==> src/rtl/led_pkg.sv <==
// led_pkg: shared state encoding, mode constants and helpers for the LED activity array
package led_pkg;
  typedef enum logic [1:0] {LED_IDLE, LED_ON, LED_GAP} led_state_t;
  localparam logic LED_MODE_STRETCH = 1'b0;
  localparam logic LED_MODE_BLINK = 1'b1;
  function automatic longint unsigned led_max(input longint unsigned a, input longint unsigned b);
    return a > b ? a : b;
  endfunction
endpackage

==> src/rtl/led_activity_array_if.sv <==
// led_activity_array_if: channel inputs, global controls and LED drive bundle
interface led_activity_array_if #(parameter int N_CH = 4);
  logic [N_CH-1:0] in;
  logic [N_CH-1:0] mode;
  logic enable;
  logic lamp_test;
  logic [N_CH-1:0] out;
  modport master(output in, mode, enable, lamp_test, input out);
  modport slave(input in, mode, enable, lamp_test, output out);
endinterface

==> src/rtl/led_channel.sv <==
// led_channel: synchroniser, edge detect and STRETCH/BLINK pulse FSM for one LED
module led_channel
  import led_pkg::*;
#(
  parameter int HIGH_TIME = 1_500_000,
  parameter int MIN_OFF = 250_000,
  parameter int CNT_W = 32
) (
  input  logic clk,
  input  logic reset_n,
  input  logic in,
  input  logic mode,
  input  logic enable,
  output logic on
);
  logic s1, s2, s2_d, ev;
  logic md, md_n, pend, pend_n;
  logic [CNT_W-1:0] cnt, cnt_n;
  led_state_t st, st_n;
  localparam logic [CNT_W-1:0] HI_LOAD = CNT_W'(HIGH_TIME - 1);
  localparam logic [CNT_W-1:0] OFF_LOAD = CNT_W'(MIN_OFF - 1);
  assign ev = s2 & ~s2_d;
  // next-state is exported so the top output register sees ON on the same edge the FSM enters it
  assign on = st_n == LED_ON;
  // next-state: disable wins, otherwise mode-dependent hold/blink sequencing
  always_comb begin
    st_n = st;
    cnt_n = cnt;
    pend_n = pend;
    md_n = md;
    if (!enable) begin
      st_n = LED_IDLE;
      cnt_n = '0;
      pend_n = 1'b0;
    end else begin
      case (st)
        LED_IDLE: if (ev) begin
          st_n = LED_ON;
          cnt_n = HI_LOAD;
          md_n = mode;
        end
        LED_ON: if (md == LED_MODE_STRETCH) begin
          st_n = (!ev && cnt == '0) ? LED_IDLE : LED_ON;
          cnt_n = ev ? HI_LOAD : (cnt == '0 ? cnt : cnt - CNT_W'(1));
        end else begin
          pend_n = pend | ev;
          st_n = cnt == '0 ? LED_GAP : LED_ON;
          cnt_n = cnt == '0 ? OFF_LOAD : cnt - CNT_W'(1);
        end
        LED_GAP: if (cnt == '0) begin
          st_n = (pend | ev) ? LED_ON : LED_IDLE;
          cnt_n = (pend | ev) ? HI_LOAD : '0;
          pend_n = 1'b0;
        end else begin
          pend_n = pend | ev;
          cnt_n = cnt - CNT_W'(1);
        end
        default: begin
          st_n = LED_IDLE;
          cnt_n = '0;
          pend_n = 1'b0;
        end
      endcase
    end
  end
  // synchroniser, edge register and FSM state; sync path runs regardless of enable
  always_ff @(posedge clk or negedge reset_n) begin
    if (!reset_n) begin
      s1 <= 1'b0;
      s2 <= 1'b0;
      s2_d <= 1'b0;
      st <= LED_IDLE;
      cnt <= '0;
      pend <= 1'b0;
      md <= LED_MODE_STRETCH;
    end else begin
      s1 <= in;
      s2 <= s1;
      s2_d <= s2;
      st <= st_n;
      cnt <= cnt_n;
      pend <= pend_n;
      md <= md_n;
    end
  end
endmodule

==> src/rtl/led_activity_array.sv <==
// led_activity_array: N_CH independent LED pulse stretchers with global enable and lamp test
module led_activity_array
  import led_pkg::*;
#(
  parameter int N_CH = 4,
  parameter int HIGH_TIME = 1_500_000,
  parameter int MIN_OFF = 250_000,
  parameter int CNT_W = 32
) (
  input logic clk,
  input logic reset_n,
  led_activity_array_if.slave bus
);
  logic [N_CH-1:0] on, out_q;
  if ((led_max(longint'(HIGH_TIME), longint'(MIN_OFF)) >> CNT_W) != 0) begin : g_bad_cnt_w
    $error("CNT_W too small for HIGH_TIME/MIN_OFF");
  end
  for (genvar i = 0; i < N_CH; i++) begin : g_ch
    led_channel #(.HIGH_TIME(HIGH_TIME), .MIN_OFF(MIN_OFF), .CNT_W(CNT_W)) u_ch (
      .clk(clk),
      .reset_n(reset_n),
      .in(bus.in[i]),
      .mode(bus.mode[i]),
      .enable(bus.enable),
      .on(on[i])
    );
  end
  // LED output register; lamp test forces every LED on, even while disabled
  always_ff @(posedge clk or negedge reset_n) begin
    if (!reset_n) out_q <= '0;
    else out_q <= on | {N_CH{bus.lamp_test}};
  end
  assign bus.out = out_q;
endmodule

==> src/flat_wrapper.sv <==
// flat-port wrapper written by rule: the top's interface ports become plain ports
module led_activity_array_flat import led_pkg::*;
#(
  parameter int N_CH = 4,
  parameter int HIGH_TIME = 1_500_000,
  parameter int MIN_OFF = 250_000,
  parameter int CNT_W = 32
)
  (clk, reset_n, bus_in, bus_mode, bus_enable, bus_lamp_test, bus_out);
  led_activity_array_if #(.N_CH(N_CH)) bus_i ();
  input logic clk;
  input logic reset_n;
  input wire logic [$bits(bus_i.in)-1:0] bus_in;
  input wire logic [$bits(bus_i.mode)-1:0] bus_mode;
  input wire logic [$bits(bus_i.enable)-1:0] bus_enable;
  input wire logic [$bits(bus_i.lamp_test)-1:0] bus_lamp_test;
  output wire logic [$bits(bus_i.out)-1:0] bus_out;
  assign bus_i.in = bus_in;
  assign bus_i.mode = bus_mode;
  assign bus_i.enable = bus_enable;
  assign bus_i.lamp_test = bus_lamp_test;
  assign bus_out = bus_i.out;
  led_activity_array #(.N_CH(N_CH), .HIGH_TIME(HIGH_TIME), .MIN_OFF(MIN_OFF), .CNT_W(CNT_W)) u_core (.clk(clk), .reset_n(reset_n), .bus(bus_i));
endmodule
==> config.mk <==
export PLATFORM = sky130hd
export DESIGN_NAME = led_activity_array_flat
export DESIGN_NICKNAME = d
export VERILOG_FILES = /design/src/rtl/led_pkg.sv /design/src/rtl/led_activity_array_if.sv /design/src/rtl/led_channel.sv /design/src/rtl/led_activity_array.sv /design/src/flat_wrapper.sv
export SDC_FILE = /design/constraint.sdc
export NUM_CORES = 1
export LEC_CHECK = 0
export ABC_AREA = 1
export ABC_CLOCK_PERIOD_IN_PS = 3290
export CAP_MARGIN = 20
export CORE_MARGIN = 3
export CORE_UTILIZATION = 55
export CTS_CLUSTER_DIAMETER = 30
export DETAILED_ROUTE_END_ITERATION = 16
export PLACE_DENSITY = 0.68
export SETUP_SLACK_MARGIN = 0.05
export SLEW_MARGIN = 15
export SYNTH_ARGS = -nofsm -noshare
export SYNTH_HDL_FRONTEND = slang
export SYNTH_SLANG_ARGS = --single-unit
==> constraint.sdc <==
create_clock -name clk -period 3.29 [get_ports clk]
set_input_delay 0.658 -clock clk [delete_from_list [all_inputs] [get_ports clk]]
set_output_delay 0.658 -clock clk [all_outputs]
set_load 0.02 [all_outputs]
==> results.yml <==
run_status:
  outcome: "finished, final reports clean"
pwr:
  ir_drop_mv: 0.331
  static-leakage-power_nw: 6.62
  p_per_area_nw_per_um2: 501
drt:
  routed_wl_microns: 29300
  drt_iter0_drc: 763
  vias: 11048
  routedWlPerCell_microns: 14.0
  firstDrtPassIters: 6
  drc: 0
  routed_via_density: 5.29
  ant_nets: 0
cells_and_area:
  areaGrowthSynthToFinish_pct: 7.95
  diodes: 0
  drive_above_1_share_pct: 8.31
  nNetsFinal: 1841
  fin_cells: 2088
cts:
  clk_pin_slew_ns: 0.07
  postCtsHoldBufs: 0
  cts_resized: 0
  cts_setup_buffers: 0
  cts_tree: "yes"
  cts_sinks: 160
  h-tree-depth: 4
  cts-root-buf: "clkbuf_16"
  cts_made_buffers: 17
  clk-insertion-delay-late_ns: 0.43
  clockBufferDepth: 2
die:
  design.core.area_sq_um: 20600
  num_rows: 52
  die-area_sq_um: 23100
  die_h_microns: 152
  die_x_microns: 152
  num_io_pins: 16
  start_util_pct: 56.9
placement:
  gp_congestion: 0.903
  io_buffers: 15
  dp_cells: 2056
  dp.final_hpwl_microns: 21400
sta:
  finalCritPeriodShare_pct: 77.3
  grt_setup_unrepaired: "false"
  slew_viol_final: 0
  tightest_slew_ns: 0.840
  setup_viol: 0
  setup_tns_ns: 0
  timing.fmax_ghz: 0.393
  finalClockSkew_ns: 0.0119
  slew_headroom_pct: 43.8
  min_period_ns: 2.54
  hold_violations: 0
worst_setup_path:
  cp_data_required_time_ns: 3.57
  path_max_fanout: 32
  worstPathCellList: "inv_1 -> ha_1 -> a21oi_1 -> nor3_1 -> o21ai_4 -> nand2_2 -> inv_2 -> nand2_1 -> o21ai_0"
  worstSetupEndpointType: "register"
  path_buf_inv: 2
  cp_slowest_cell: "ha_1"
  crit_type: "reg -> reg"
  critical-path-top-delay-family: "simple AND/OR/NAND/NOR gates"
  arrival_ns: 2.83
  max_stage_delay_ns: 0.49
  cp-start-kind: "register"
min_path:
  hold_class: "in -> async"
grt:
  grt_pass1_vias: 10628
  antenna_found_initial: 0
  grt-ovfl-total: 0
  grt_max_degree: 75
  grt_pass1_wl_microns: 50900
  grt_usage_pct: 25.8
yosys:
  synth_adder_area_share_pct: 2.57
  synth_cells: 1792
  async_reset_ff_share_pct: 100
  muxShareOfSynthArea_pct: 0
  synth.avg_cell_area_sq_um: 6.53
  synth_nets: 1828
  ys_ff_latch: 160
  synth_compound_area_share_pct: 4.55
  synth-edff-count: 0
  synth.distinct_cells: 42
  synth_xor_area_share_pct: 4.04
  yosys_warnings: 0
  ys_seq_area_share_pct: 34.2
  yosys.area_share.simple_pct: 46.4
  synthesis.area_sq_um: 11700
  synth_top_family_by_area: "simple AND/OR/NAND/NOR gates"
  ys.flop_type: "dfrtp_1"
job:
  max-cap-violations: 0
layout by cell type (no fill, tap or decap), types with 3 or more instances in the layout:
cell and count:
nand2_1 624, nor2_1 273, inv_1 181, nand3_1 171, dfrtp_1 160, o21ai_0 43
xor2_1 43, a21oi_1 39, nand4_1 32, nor2_2 28, nand2_2 25, ha_1 24
nor3_1 17, clkbuf_16 17, nor2_4 15, clkdlybuf4s50_1 14, inv_2 13, nand3b_1 11
xnor2_1 11, nand2_4 6, nand3_2 6, nor4_1 6, buf_4 5, and2_1 4
or2_2 4, nor3_2 4, clkbuf_8 4, clkinv_4 4, clkinvlp_4 4, clkinv_1 3
o22ai_1 3
kinds of logic after synthesis:
group / count (synthesis)
AO/OA/AOI/OAI: 96
adder cells (fa/ha/maj): 24
XOR/XNOR: 54
flip-flops: 160
buffers and inverters: 226
AND/OR/NAND/NOR: 1232
flip-flops by register name, summed over array words and instances, names as in the netlist:
name                   cells
u_core.g_ch.u_ch.st        8
u_core.bus.out             4
u_core.g_ch.u_ch.cnt     128
u_core.g_ch.u_ch.s2        4
u_core.g_ch.u_ch.md        4
u_core.g_ch.u_ch.s1        4
u_core.g_ch.u_ch.pend      4
u_core.g_ch.u_ch.s2_d      4
layer usage:
| metal | global-route usage [%] | up-vias | wire [microns] |
|---|---|---|---|
| met2 | 42.5 | 284 | 13800 |
| met3 | 3.44 | 30 | 1320 |
| met1 | 36.3 | 5106 | 13800 |
| met5 | 0 | - | 0 |
| li1 | - | 5628 | - |
| met4 | 6.46 | 0 | 306 |
layout make-up:
class	count	area [sq um]
inverter	199	754
timing repair buffer	21	209
tap	270	338
clock buffer	22	484
sequential	160	4000
multi-input combinational	1406	6730
clock inverter	10	104
fill	2017	7930
worst paths after layout:
kind	cells after the start	from	end	slack (ns)
hold / removal	1	reset_n	u_core.g_ch[0].u_ch.cnt[7]	0.17
min in group clk	0	u_core.g_ch[0].u_ch.s1	u_core.g_ch[0].u_ch.s2	0.35
setup / recovery	9	u_core.g_ch[3].u_ch.st[1]	u_core.g_ch[3].u_ch.cnt[8]	0.75
setup reg to reg	9	u_core.g_ch[3].u_ch.st[1]	u_core.g_ch[3].u_ch.cnt[8]	0.75
max in group asynchronous	2	reset_n	u_core.g_ch[3].u_ch.cnt[23]	2.31
hold reg to reg	0	u_core.g_ch[0].u_ch.s1	u_core.g_ch[0].u_ch.s2	0.35
where the power goes:
| part | switching (mW) | internal (mW) | total [mW] |
|---|---|---|---|
| Combinational | 1.33 | 0.623 | 1.95 |
| Sequential | 0.220 | 2.14 | 2.36 |
| Clock | 0.883 | 1.13 | 2.01 |
| Total | 2.43 | 3.90 | 6.33 |
through the flow:
| stage | area (sq um) | hold slack, ns | total power [mW] | worst slack [ns] | utilization (%) |
|---|---|---|---|---|---|
| 2_1_floorplan | 11700 | 0.331 | 3.88 | 1.43 | - |
| 3_3_place_gp | 12000 | 0.333 | 4.28 | 0.609 | 58.6 |
| 3_5_place_dp | 12000 | 0.340 | 4.31 | 0.523 | 58.6 |
| 4_1_cts | 12600 | 0.182 | 6.34 | 0.768 | 61.4 |
| 5_1_grt | 12600 | 0.194 | 6.76 | 0.460 | 61.4 |
| 6_report | 12600 | 0.170 | 6.33 | 0.745 | 61.4 |
cell usage after synthesis (2+ instances only):
cell type	number	area [sq um]
nand3_1	171	856
xor2_1	43	377
ha_1	24	300
nor2_4	15	169
nand4_1	32	200
inv_1	181	679
nand2_4	6	67.6
nor2_2	28	175
nor4_1	6	37.5
nor2_1	273	1020
nand4_2	2	25.0
nor2_8	2	40.0
a21oi_1	39	195
or2_2	4	25.0
buf_2	8	40.0
o21ai_2	2	17.5
nor3_2	4	40.0
o21ai_0	43	215
buf_6	12	135
clkbuf_1	6	22.5
nand2_2	25	156
xnor2_1	11	96.3
clkinv_1	3	11.3
o21bai_1	2	15.0
nor3_1	17	85.1
nand3b_1	11	82.6
dfrtp_1	160	4000
o21ai_4	2	32.5
nand3_2	6	60.1
o22ai_1	3	18.8
o211ai_1	2	15.0
inv_2	13	48.8
nand2_1	624	2340
and2_1	4	25.0
No activity file was read; power rests on OpenSTA's default activity.
